$ cat src/rtl/irq_ctrl_pkg.sv
// Shared definitions for the interrupt controller in front of CP0.
// Holds the FSM state encoding and the cfg_sel register codes.
package irq_ctrl_pkg;

  typedef enum logic [1:0] {
    IrqIdle    = 2'd0,
    IrqReq     = 2'd1,
    IrqService = 2'd2
  } irq_state_e;

  localparam logic CFG_SEL_MASK = 1'b0;
  localparam logic CFG_SEL_MODE = 1'b1;

endpackage

$ cat src/rtl/irq_sync.sv
// Two-flop synchroniser per line plus a rising-edge detector on the synced value.
// All flops clear on asynchronous active-low reset.
module irq_sync #(
  parameter int unsigned WIDTH = 8
) (
  input  logic             clk,
  input  logic             rst_n,
  input  logic [WIDTH-1:0] din,
  output logic [WIDTH-1:0] level,
  output logic [WIDTH-1:0] rise
);

  logic [WIDTH-1:0] s1_q;
  logic [WIDTH-1:0] s2_q;
  logic [WIDTH-1:0] prev_q;

  always_ff @(posedge clk or negedge rst_n) begin
    if (!rst_n) begin
      s1_q   <= '0;
      s2_q   <= '0;
      prev_q <= '0;
    end else begin
      s1_q   <= din;
      s2_q   <= s1_q;
      prev_q <= s2_q;
    end
  end

  assign level = s2_q;
  assign rise  = s2_q & ~prev_q;

endmodule

$ cat src/rtl/irq_ctrl.sv
// Multi-source interrupt controller: latches, masks and prioritises N lines and
// raises a single non-nesting request toward CP0 until ERET.
module irq_ctrl
  import irq_ctrl_pkg::*;
#(
  parameter int unsigned N_SRC = 8,
  parameter int unsigned ID_W  = 3
) (
  input  logic             clk,
  input  logic             rst_n,
  input  logic [N_SRC-1:0] irq_src,
  input  logic             cfg_we,
  input  logic             cfg_sel,
  input  logic [N_SRC-1:0] cfg_wdata,
  input  logic             glb_en,
  input  logic             ir_ack,
  input  logic             eret,
  output logic             ir_req,
  output logic [ID_W-1:0]  ir_id,
  output logic [N_SRC-1:0] pending,
  output logic             in_service
);

  // Lowest set index wins.
  function automatic logic [ID_W-1:0] prio_enc(input logic [N_SRC-1:0] vec);
    logic [ID_W-1:0] res;
    res = '0;
    for (int i = int'(N_SRC) - 1; i >= 0; i--) begin
      if (vec[i]) res = ID_W'(i);
    end
    return res;
  endfunction

  logic [N_SRC-1:0] sync_level;
  logic [N_SRC-1:0] sync_rise;

  irq_sync #(
    .WIDTH(N_SRC)
  ) u_sync (
    .clk  (clk),
    .rst_n(rst_n),
    .din  (irq_src),
    .level(sync_level),
    .rise (sync_rise)
  );

  logic [N_SRC-1:0] mask_q;
  logic [N_SRC-1:0] mode_q;
  logic [N_SRC-1:0] pending_q;
  logic [N_SRC-1:0] pending_d;
  logic [N_SRC-1:0] ack_clr;
  logic [N_SRC-1:0] mode_to_edge;
  logic [N_SRC-1:0] eligible;
  logic [ID_W-1:0]  id_q;
  logic [ID_W-1:0]  id_d;
  logic             ack_hit;
  irq_state_e       state_q;
  irq_state_e       state_d;

  always_ff @(posedge clk or negedge rst_n) begin
    if (!rst_n) begin
      mask_q <= '0;
      mode_q <= '1;
    end else if (cfg_we) begin
      if (cfg_sel == CFG_SEL_MASK) mask_q <= cfg_wdata;
      else                         mode_q <= cfg_wdata;
    end
  end

  assign ack_hit = (state_q == IrqReq) && ir_ack;

  always_comb begin
    ack_clr = '0;
    for (int i = 0; i < int'(N_SRC); i++) begin
      ack_clr[i] = ack_hit && (id_q == ID_W'(i));
    end
  end

  // Switching a line from level to edge drops its stale level-derived pending bit.
  assign mode_to_edge = (cfg_we && (cfg_sel == CFG_SEL_MODE)) ? (cfg_wdata & ~mode_q) : '0;

  assign pending_d = ((mode_q & (sync_rise | (pending_q & ~ack_clr))) | (~mode_q & sync_level))
                     & ~mode_to_edge;

  assign eligible = pending_q & mask_q;

  always_comb begin
    state_d = state_q;
    id_d    = id_q;
    unique case (state_q)
      IrqIdle: begin
        if (glb_en && (|eligible)) begin
          state_d = IrqReq;
          id_d    = prio_enc(eligible);
        end
      end
      IrqReq: begin
        if (ir_ack)       state_d = IrqService;
        else if (!glb_en) state_d = IrqIdle;
      end
      IrqService: begin
        if (eret) state_d = IrqIdle;
      end
      default: state_d = IrqIdle;
    endcase
  end

  always_ff @(posedge clk or negedge rst_n) begin
    if (!rst_n) begin
      state_q   <= IrqIdle;
      id_q      <= '0;
      pending_q <= '0;
    end else begin
      state_q   <= state_d;
      id_q      <= id_d;
      pending_q <= pending_d;
    end
  end

  assign ir_req     = (state_q == IrqReq);
  assign in_service = (state_q == IrqService);
  assign ir_id      = id_q;
  assign pending    = pending_q;

endmodule

$ cat config.mk
export PLATFORM = sky130hd
export DESIGN_NAME = irq_ctrl
export DESIGN_NICKNAME = d
export VERILOG_FILES = /design/src/rtl/irq_ctrl_pkg.sv /design/src/rtl/irq_sync.sv /design/src/rtl/irq_ctrl.sv
export SDC_FILE = /design/constraint.sdc
export NUM_CORES = 1
export LEC_CHECK = 0
export BUFFER_PORTS_ARGS = -buffer_cell sky130_fd_sc_hd__buf_2
export CAP_MARGIN = 20
export CORE_ASPECT_RATIO = 1.5
export CORE_MARGIN = 8
export CORE_UTILIZATION = 45
export CTS_BUF_LIST = sky130_fd_sc_hd__clkbuf_2
export CTS_CLUSTER_SIZE = 28
export DETAILED_ROUTE_END_ITERATION = 8
export HOLD_SLACK_MARGIN = 0.1
export PLACE_DENSITY = 0.69
export REMOVE_ABC_BUFFERS = 1
export SLEW_MARGIN = 5
export SYNTH_ARGS = -nofsm -noshare
export SYNTH_HDL_FRONTEND = slang
export SYNTH_SLANG_ARGS = --single-unit
export TNS_END_PERCENT = 5
$ cat constraint.sdc
create_clock -name clk -period 1.4 [get_ports clk]
set_clock_uncertainty 0.2 [all_clocks]
set_input_delay 0.21 -clock clk [delete_from_list [all_inputs] [get_ports clk]]
set_output_delay 0.21 -clock clk [all_outputs]
set_load 0.02 [all_outputs]
; ---- Word-level counts from Yosys, hierarchy flattened
; Cells that the tools add are included.
[word_totals]
register_bits = 53
inputBits = 23
out_inout_bits = 13
word_cells = 66
[op_classes]
n_eq_ne = 12
muxes = 14
bitwise_logic = 14
n_reduce_logical = 18
[op_table]
columns = op, n
row1 = $and 8x8->8, 7
row2 = $not 8->8, 4
row3 = $mux 3, 8
row4 = $or 8x8->8, 2
row5 = $eq 3x3->1 const B, 4
row6 = $logic_and 1x1->1, 11
row7 = $mux 2, 4
row8 = $mux 8, 1
row9 = $reduce_or 8->1, 1
row10 = $eq 3x2->1 const B, 2
row11 = $pmux 2 s3, 1
row12 = $reduce_and 2->1, 3
row13 = $ne 2x2->1 const B, 2
row14 = $eq 3x1->1 const B, 1
row15 = $logic_not 3->1, 1
row16 = $ne 3x3->1 const B, 1
row17 = $reduce_and 3->1, 1
row18 = $eq 2x1->1 const B, 1
row19 = $eq 2x2->1 const B, 1
row20 = $logic_not 2->1, 1
row21 = $not 1->1, 1

; ---- Depth between registers and ports, before layout
; Gate-level depths: netlist of run 1.
[logic_depth]
ltp_word = 9
mapped_depth = 5

; ---- Cells and area by module
; Synthesis of run 1 repeated with hierarchy kept, for this count alone.
[hier_totals]
hier_cells = 164
area_unflattened_um2 = 2055.7
[modules_own_cells]
columns = mod, n_inst, cells_per_inst, area_each_um2, seq_area_each_um2
row1 = irq_ctrl, 1, 132, 1345.0, 735.7
row2 = irq_sync, 1, 32, 710.7, 600.6

; ---- Worst setup path before layout of run 1
; Ideal clock, no wire load.
[synth_path]
path_type = reg-to-reg
start = reg pending_q[2], in the netlist pending[2]
end = reg id_q[0], in the netlist ir_id[0]
t_arrival_ns = 1.296
required_time_ns = 1.072
path_slack_ns = -0.224
path_stages_with_launch = 5
n_path_buf = 0
synth_period_minus_slack_ns = 1.624
cell_sequence = dfrtp_1 -> a22oi_1 -> nand2_1 -> o21ai_2 -> mux2_1
[synth_between]
elab_chain_cells = 4
elab_cells_between_ends = 7
[synth_lines]
columns = element, line_no
row1 = from (decl), irq_ctrl.sv:49  ; logic [N_SRC-1:0] pending_q;
row2 = from (signal assigned), irq_ctrl.sv:116  ; pending_q <= pending_d;
row3 = $and 8x8->8 *, irq_ctrl.sv:85  ; assign eligible = pending_q & mask_q;
row4 = $reduce_or 8->1 or $mux 3 (tied branches), "irq_ctrl.sv:92, irq_ctrl.sv:29"
row5 = $logic_and 1x1->1 or $mux 3 (tied branches), "irq_ctrl.sv:92, irq_ctrl.sv:29"
row6 = $reduce_and 2->1 (no line) or $mux 3 (tied branches), --
row7 = to (signal assigned), irq_ctrl.sv:115  ; id_q <= id_d;
row8 = to (decl), irq_ctrl.sv:54  ; logic [ID_W-1:0] id_q;
; Every way passes the cells marked *; elsewhere a longest branch is shown, timed or not.
; A chain may end at the register's enable or synchronous reset.

; ---- Worst setup path after layout of run 1
[layout_path]
start = reg state_q[0]
end = out ir_req
[layout_between]
elab_chain_cells = 1
[layout_lines]
columns = element, line_no
row1 = from (decl), irq_ctrl.sv:57  ; irq_state_e state_q;
row2 = from (signal assigned), irq_ctrl.sv:110  ; state_q <= IrqIdle;
row3 = from (signal assigned), irq_ctrl.sv:114  ; state_q <= state_d;
row4 = $eq 2x1->1, irq_ctrl.sv:120  ; assign ir_req = (state_q == IrqReq);
row5 = to (decl), irq_ctrl.sv:18  ; output logic ir_req,
; Every way passes these cells.

==> results of run 1 <==
## sequential cells by signal, summed over array words and instances (netlist names)
name	count
mask_q	8
mode_q	8
pending	8
u_sync.level	8
u_sync.prev_q	8
u_sync.s1_q	8
ir_id	3
state_q	2
## synthesized netlist by cell type
cell and number:
nand2b_1 1, a21oi_1 12, a32oi_1 2, and2b_1 2, o22ai_1 1, nand3b_1 2, dfrtp_1 45, dfstp_2 8
a32o_1 8, mux2_1 1, nor3b_2 1, nand2_1 30, o21ai_0 1, inv_1 1, mux2_2 8, buf_2 3
nand3_1 10, a22oi_1 4, nor2b_1 3, o21ai_2 1, nor2_1 10, a221o_1 1, and3_4 1, and2_1 1
## cell type report
class	count	area, um2	share of cell area (%)
multi-input cells	100	623	21.2
repair buffers	98	857	29.1
flip-flops and latches	53	1340	45.5
clock buffers	6	30.0	1.02
well taps	46	57.6	1.95
clock inverters	2	35.0	1.19
inverters	1	3.75	0.127
## routing by layer
layer	vias to the layer above	global-route usage (%)	wire length [um]
met5	-	0	0
met4	0	7.76	136
met3	11	3.99	198
met2	42	25.5	2590
met1	795	15.2	1890
li1	759	-	-
## where the power goes
part / switching (uW) / internal [uW] / total (uW)
Clock: 456 / 307 / 763
Combinational: 594 / 796 / 1390
Sequential: 194 / 1760 / 1950
## repair_timing
action                                 4_1_cts  5_1_grt
endpoints found under the hold margin       89        0
gates resized for setup                     34       11
hold buffers                                29        0
gates cloned                                 0        0
buffers inserted                             2        3
pin swaps                                    5        2
setup endpoints to repair                   25       27
## cell families after synthesis
group,Yosys count
AND/OR/NAND/NOR,61
flip-flops,53
AO/OA/AOI/OAI,30
multiplexers,9
buffers and inverters,4
## how the worst max path moves through the flow
stage	end	depth (start not counted)	startpoint
after detailed placement	ir_id[0]	4	pending[5]
final	ir_req	3	state_q[0]
after global routing	ir_req	3	state_q[0]
after floorplan	ir_id[0]	4	pending[2]
after CTS	ir_req	3	state_q[0]
after global placement	ir_id[0]	4	pending[5]
## tightest hold or removal path, cell delays in order
cell and delay (ps):
buf_2 140, nand3_1 100, nor2_1 50, a21oi_1 100
a32o_1 130
## through the flow
stage / util (%) / cell area, um2 / std cells
final: 70.0 / 2950 / 306
after global routing: 70.0 / 2950 / 306
after CTS: 68.5 / 2890 / 303
after detailed placement: 57.2 / 2410 / 264
after global placement: 57.2 / 2410 / 264
after floorplan: - / 1940 / 154
==> impl_metrics.env, run 1 <==
export IMPL_status="complete, but fails checks"
export IMPL_violations="negative setup slack"
export IMPL_die_h_um=96.8
export IMPL_ant_nets=0
export IMPL_yosysSeqAreaShare_pct=68.2
export IMPL_cp_start_kind="flop"
export IMPL_hold_class="in2reg"
export IMPL_post_drt_via_cell_ratio=5.25
export IMPL_syn2layout_area_growth_pct=50.3
export IMPL_whs_ps=122
export IMPL_synth_cell_types=24
export IMPL_placement_io_buffers=35
export IMPL_fp_coreArea_um2=4210
export IMPL_worstRegToRegCells=6
export IMPL_r2r_setup_slack_ps=-260
export IMPL_post_drt_wl_per_cell_um=15.7
export IMPL_timing_critical_path_buf_inv=2
export IMPL_design_die_area_um2=6760
export IMPL_synth_simple_gate_area_share_pct=14.6
export IMPL_p_per_area_nw_per_um2=1390
export IMPL_drive_gt1_share_pct=39.2
export IMPL_synth_top_area_cell="dfrtp_1"
export IMPL_fin_setup_tns_ps=-4210
export IMPL_clockBufferDepth=2
export IMPL_ios=36
export IMPL_fmax_mhz=572
export IMPL_crit_top_cell="buf_6"
export IMPL_wirelength_um=4810
export IMPL_antenna_found_initial=0
export IMPL_max_stage_delay_ps=470
export IMPL_cp_required_ps=990
export IMPL_synth_cells=157
export IMPL_min_from="cfg_sel"
export IMPL_cts_made_buffers=5
export IMPL_worst_r2r_endpoint="pending[7]"
export IMPL_grt_pass1_vias=1792
export IMPL_synthTopCellsByArea="dfrtp_1 (57%), dfstp_2 (11%), nand2_1 (5.7%)"
export IMPL_fin_crit_ps=1750
export IMPL_crit_type="reg2out"
export IMPL_final_cell_mix="dfrtp_1 (43), nand2_1 (29), dlygate4sd3_1 (27), buf_6 (23), buf_4 (23)"
export IMPL_synth_top_family_by_area="simple AND/OR/NAND/NOR gates"
export IMPL_initial_utilization_pct=46.6
export IMPL_ys_ff_latch=53
export IMPL_die_w_um=69.9
export IMPL_grt_pass1_wl_um=8180
export IMPL_rr_startpoint="state_q[1]"
export IMPL_grt_max_degree=54
export IMPL_synth_xor_area_share_pct=0
export IMPL_layout_nets=282
export IMPL_worst_pin_slew_ps=326
export IMPL_p_total_uw=4110
export IMPL_maxCapViolCount=0
export IMPL_rsz0062_at_grt="yes"
export IMPL_yosysWarnings=0
export IMPL_endpoint_kind="output port"
export IMPL_slew_headroom_pct=78.2
export IMPL_vias=1607
export IMPL_cp_arrival_ps=1340
export IMPL_p_leak_uw=0.00137
export IMPL_place_gp_congestion=0.826
export IMPL_hold_end="pending[5]"
export IMPL_vdd_drop_max_mv=1.20
export IMPL_insertion_delay_ps=430
export IMPL_setup_viol=26
export IMPL_n_antenna_cell=0
export IMPL_yosysTopAreaCellShare_pct=57.5
export IMPL_grt_ovfl_total=0
export IMPL_track_usage_pct=14.6
export IMPL_dr_first_iter_drc_count=48
export IMPL_worstPathMaxFanout=4
export IMPL_htree_levels=2
export IMPL_final_common_cell="dfrtp_1"
export IMPL_cts_tree="done"
export IMPL_synthAdderAreaFrac_pct=0
export IMPL_netlist_area_um2=1960
export IMPL_path_cells="and2b_2 > buf_6 > buf_6"
export IMPL_cp_top_family="flip-flops"
export IMPL_cp_slowest_cell="dfrtp_1"
export IMPL_place_ws_ps=-176
export IMPL_drc_errors=0
export IMPL_maxSlewViolCount=0
export IMPL_finalHoldViolCount=0
export IMPL_row_count=29
export IMPL_synth_avg_cell_area_um2=12.5
export IMPL_synth_compound_area_share_pct=11.1
export IMPL_setup_ws_ps=-349
export IMPL_clock_sinks=53
export IMPL_cts_clk_slew_worst_paths_ps=240
export IMPL_hpwlAfterDp_um=3330
export IMPL_fillers=301
export IMPL_finalCritPeriodShare_pct=125
export IMPL_clockRootBuffer="clkbuf_2"
export IMPL_muxShareOfSynthArea_pct=5.17
export IMPL_drt_first_pass_iters=4
export IMPL_holdPathStages=5
No activity file was read; power rests on OpenSTA's default activity.
==> inputs of run 2 (changes only) <==
- CORE_MARGIN: 8 -> default
- PLACE_DENSITY: 0.69 -> 0.74
- SKIP_LAST_GASP: default -> 1
==> impl_metrics.env, run 2 (synthesis gave the netlist of run 1 again) <==
export IMPL_clockBufferDepth=2
export IMPL_worst_pin_slew_ps=344
export IMPL_dr_first_iter_drc_count=52
export IMPL_fmax_mhz=616
export IMPL_drive_gt1_share_pct=35.8
export IMPL_vdd_drop_max_mv=1.01
export IMPL_n_antenna_cell=0
export IMPL_fp_coreArea_um2=4210
export IMPL_p_per_area_nw_per_um2=1350
export IMPL_place_gp_congestion=0.789
export IMPL_post_drt_wl_per_cell_um=13.7
export IMPL_grt_pass1_wl_um=7410
export IMPL_crit_type="reg2reg"
export IMPL_setup_ws_ps=-225
export IMPL_post_drt_via_cell_ratio=5.21
export IMPL_grt_ovfl_total=0
export IMPL_vias=1580
export IMPL_ant_nets=0
export IMPL_slew_headroom_pct=77.0
export IMPL_status="complete, but fails checks"
export IMPL_row_count=29
export IMPL_finalCritPeriodShare_pct=116
export IMPL_finalHoldViolCount=0
export IMPL_fin_setup_tns_ps=-4130
export IMPL_place_area_um2=2400
export IMPL_ios=36
export IMPL_htree_levels=2
export IMPL_fin_crit_ps=1620
export IMPL_wirelength_um=4160
export IMPL_antenna_found_initial=0
export IMPL_fillers=326
export IMPL_cts_clk_slew_worst_paths_ps=220
export IMPL_place_ws_ps=-146
export IMPL_die_w_um=55.9
export IMPL_grt_pass1_vias=1693
export IMPL_final_cell_mix="dfrtp_1 (45), buf_2 (34), nand2_1 (30), buf_4 (30), dlygate4sd3_1 (29)"
export IMPL_drc_errors=0
export IMPL_placement_io_buffers=35
export IMPL_syn2layout_area_growth_pct=42.0
export IMPL_maxSlewViolCount=0
export IMPL_layout_nets=279
export IMPL_cp_arrival_ps=1750
export IMPL_r2r_setup_slack_ps=-220
export IMPL_track_usage_pct=20.9
export IMPL_maxCapViolCount=0
export IMPL_die_h_um=82.8
export IMPL_rsz0062_at_grt="yes"
export IMPL_final_common_cell="dfrtp_1"
export IMPL_cp_start_kind="flop"
export IMPL_fin_area_um2=2780
export IMPL_drt_first_pass_iters=4
export IMPL_clockRootBuffer="clkbuf_2"
export IMPL_cts_made_buffers=5
export IMPL_grt_max_degree=54
export IMPL_insertion_delay_ps=420
export IMPL_whs_ps=123
export IMPL_initial_utilization_pct=46.6
export IMPL_endpoint_kind="flop"
export IMPL_worstPathMaxFanout=4
export IMPL_post_place_cells=263
export IMPL_hold_class="in2reg"
export IMPL_setup_viol=27
export IMPL_cts_tree="done"
export IMPL_stdcell_count=303
export IMPL_violations="negative setup slack"
export IMPL_design_die_area_um2=4630
export IMPL_p_leak_uw=0.00131
export IMPL_clock_sinks=53
export IMPL_cp_required_ps=1530
export IMPL_hpwlAfterDp_um=2950
run 2: cell count changes in the layout (fill, tap and decap cells not counted), moves of 2 or more:
cell            before  now
dlygate4sd3_1       27   29
buf_4               23   30
buf_6               23    1
buf_2               22   34
dlymetal6s4s_1       2    0
dfrtp_1             43   45
dfrtp_2              2    0
run 2: area by class of cell:
| type | instances | area, um2 | share of cell area [%] |
|---|---|---|---|
| clock buffers | 6 | 30.0 | 1.08 |
| clock inverters | 2 | 33.8 | 1.21 |
| inverters | 1 | 3.75 | 0.135 |
| multi-input cells | 100 | 604 | 21.7 |
| flip-flops and latches | 53 | 1340 | 48.0 |
| well taps | 46 | 57.6 | 2.07 |
| repair buffers | 95 | 717 | 25.8 |
run 2: stage by stage:
| stage | util (%) | power [uW] |
|---|---|---|
| 2_1_floorplan | - | 2420 |
| 3_3_place_gp | 57.0 | 2900 |
| 3_5_place_dp | 57.0 | 2930 |
| 4_1_cts | 66.1 | 3800 |
| 5_1_grt | 66.1 | 4010 |
| 6_report | 66.1 | 3760 |
run 2: path summary, 6_finish.rpt:
path | startpoint | to | cells after the start
min in group asynchronous | rst_n | ir_id[2] | 4
hold / removal | cfg_sel | pending[0] | 5
hold reg to reg | u_sync.s1_q[6] | u_sync.level[6] | 0
max in group asynchronous | rst_n | mode_q[3] | 4
setup / recovery | state_q[1] | pending[1] | 6
setup reg to reg | state_q[1] | pending[1] | 6
run 2: what timing repair did:
| item | CTS | global route |
|---|---|---|
| setup endpoints to repair | 24 | 27 |
| resized for setup | 2 | 0 |
| buffers inserted | 3 | 0 |
| hold endpoints to repair | 89 | 0 |
| pin swaps | 2 | 0 |
| hold buffers | 29 | 0 |
| cloned | 0 | 0 |
run 2: critical path, stage by stage, from the launching register on:
cell,delay (ps)
dfrtp_1,440
buf_4,140
nand3b_1,160
nor2_1,120
buf_4,140
nand2_1,70
a32o_1,270
run 2: layer usage:
| layer | share of wire [%] | vias up | track usage, % |
|---|---|---|---|
| li1 | - | 755 | - |
| met1 | 41 | 775 | 24.8 |
| met2 | 54 | 44 | 37.2 |
| met3 | 3.8 | 6 | 4.05 |
| met4 | 1.4 | 0 | 7.76 |
| met5 | 0 | - | 0 |
run 2: power breakdown:
group          total (uW)  internal [uW]  switching (uW)
clock                 733            304             428
combinational        1110            582             529
sequential           1920           1750             163
==> inputs of run 3 (changes only) <==
- ABC_AREA: default -> 1
==> impl_metrics.env, run 3 <==
export IMPL_status="complete, but fails checks"
export IMPL_violations="negative setup slack"
export IMPL_synth_simple_gate_area_share_pct=21.4
export IMPL_die_w_um=56.0
export IMPL_place_area_um2=2270
export IMPL_synthArstFlopShare_pct=100
export IMPL_row_count=29
export IMPL_finalHoldViolCount=0
export IMPL_clockBufferDepth=2
export IMPL_p_total_uw=3720
export IMPL_stdcell_count=313
export IMPL_maxSlewViolCount=0
export IMPL_slew_headroom_pct=76.1
export IMPL_track_usage_pct=19.6
export IMPL_cts_made_buffers=5
export IMPL_final_cell_mix="nand2_1 (63), dfrtp_1 (45), dlygate4sd3_1 (33), buf_2 (33)"
export IMPL_htree_levels=2
export IMPL_synth_top_family_by_area="simple AND/OR/NAND/NOR gates"
export IMPL_yosysTopAreaCellShare_pct=57.1
export IMPL_fin_crit_ps=1600
export IMPL_drive_gt1_share_pct=27.7
export IMPL_ios=36
export IMPL_synthTopCellsByArea="dfrtp_1 (57%), nand2_1 (12%), dfstp_2 (11%)"
export IMPL_grt_pass1_vias=1608
export IMPL_cts_tree="done"
export IMPL_finalCritPeriodShare_pct=114
export IMPL_fp_coreArea_um2=4210
export IMPL_synth_most_common_cell="nand2_1"
export IMPL_p_per_area_nw_per_um2=1370
export IMPL_syn2layout_area_growth_pct=37.3
export IMPL_vias=1551
export IMPL_post_drt_via_cell_ratio=4.96
export IMPL_synthAdderAreaFrac_pct=0
export IMPL_synth_ff_type="dfrtp_1"
export IMPL_p_leak_uw=0.00131
export IMPL_vdd_drop_max_mv=0.867
export IMPL_grt_pass1_wl_um=7070
export IMPL_grt_ovfl_total=0
export IMPL_yosysSeqAreaShare_pct=67.8
export IMPL_synth_xor_area_share_pct=0
export IMPL_placement_io_buffers=35
export IMPL_yosysWarnings=0
export IMPL_rsz0062_at_grt="yes"
export IMPL_synth_cell_types=19
export IMPL_setup_ws_ps=-199
export IMPL_worstPathMaxFanout=3
export IMPL_wirelength_um=3960
export IMPL_die_h_um=83.1
export IMPL_grt_max_degree=47
export IMPL_synth_cells=184
export IMPL_muxShareOfSynthArea_pct=4.57
export IMPL_place_gp_congestion=0.838
export IMPL_cp_arrival_ps=1190
export IMPL_setup_viol=26
export IMPL_synth_edf_count=0
export IMPL_netlist_area_um2=1970
export IMPL_fin_area_um2=2710
export IMPL_cp_required_ps=990
export IMPL_ant_nets=0
export IMPL_crit_type="reg2out"
export IMPL_dr_first_iter_drc_count=38
export IMPL_synth_compound_area_share_pct=4.13
export IMPL_insertion_delay_ps=400
export IMPL_whs_ps=180
export IMPL_post_drt_wl_per_cell_um=12.7
export IMPL_worst_pin_slew_ps=358
export IMPL_ys_ff_latch=53
export IMPL_maxCapViolCount=0
export IMPL_hold_class="reg2reg"
export IMPL_final_common_cell="nand2_1"
export IMPL_postLayoutCoreUtil_pct=64.3
export IMPL_layout_nets=289
export IMPL_cp_start_kind="flop"
export IMPL_design_die_area_um2=4650
export IMPL_endpoint_kind="output port"
export IMPL_clock_sinks=53
export IMPL_antenna_found_initial=0
export IMPL_initial_utilization_pct=46.8
export IMPL_fmax_mhz=625
export IMPL_drc_errors=0
export IMPL_synth_commonest_cells="nand2_1 (63), dfrtp_1 (45)"
export IMPL_n_antenna_cell=0
export IMPL_drt_first_pass_iters=4
export IMPL_synth_top_area_cell="dfrtp_1"
export IMPL_hpwlAfterDp_um=2730
export IMPL_synth_avg_cell_area_um2=10.7
export IMPL_clockRootBuffer="clkbuf_2"
export IMPL_fillers=333
export IMPL_post_place_cells=270
export IMPL_cts_clk_slew_worst_paths_ps=240
[run 3: path summary, 6_finish.rpt]
path,end,start,depth (start not counted),slack (ps)
setup / recovery,in_service,state_q[0],3,-200
hold / removal,u_sync.level[5],u_sync.s1_q[5],0,180
setup reg to reg,ir_id[1],state_q[1],6,-160
hold reg to reg,u_sync.level[5],u_sync.s1_q[5],0,180
max in group asynchronous,mode_q[6],rst_n,4,30
min in group asynchronous,u_sync.s1_q[3],rst_n,3,510
[run 3: kinds of logic after synthesis]
group                  Yosys count
AND/OR/NAND/NOR                 97
flip-flops                      53
AO/OA/AOI/OAI                   15
buffers and inverters           11
multiplexers                     8
[run 3: per-layer routing]
layer | track usage [%] | routed length, um | vias to the layer above
met5 | 0 | 0 | -
met4 | 6.65 | 54 | 0
met3 | 3.74 | 117 | 4
met2 | 34.0 | 2160 | 35
li1 | - | - | 765
met1 | 24.2 | 1640 | 747
[run 3: metrics by stage]
stage                     TNS (ps)  worst slack (ps)
after CTS                    -2550              -247
final                        -2370              -199
after detailed placement     -52.8             -38.2
after floorplan                  0              45.8
after global placement           0              3.60
after global routing         -4540              -285
[run 3: layout make-up]
type / instances / area, um2 / area share, %
flip-flops and latches: 53 / 1340 / 49.4
clock inverters: 3 / 41.3 / 1.53
well taps: 46 / 57.6 / 2.13
repair buffers: 75 / 599 / 22.1
clock buffers: 5 / 25.0 / 0.925
multi-input cells: 120 / 603 / 22.3
inverters: 11 / 43.8 / 1.62
[run 3: critical path, cell delays in order, from the launching register on]
cell and delay [ps]:
dfrtp_1 470, buf_6 130, nor2_2 60, buf_4 140
[run 3: report_power, final]
part	internal, uW	switching (uW)	total [uW]
combinational	470	568	1040
sequential	1750	189	1940
clock	295	442	737
[run 3: repair_timing]
item	in CTS	in global routing
buffers inserted	1	1
pin swaps	1	1
gates resized for setup	7	3
setup endpoints to repair	22	25
hold endpoints to repair	89	0
hold buffers	33	0
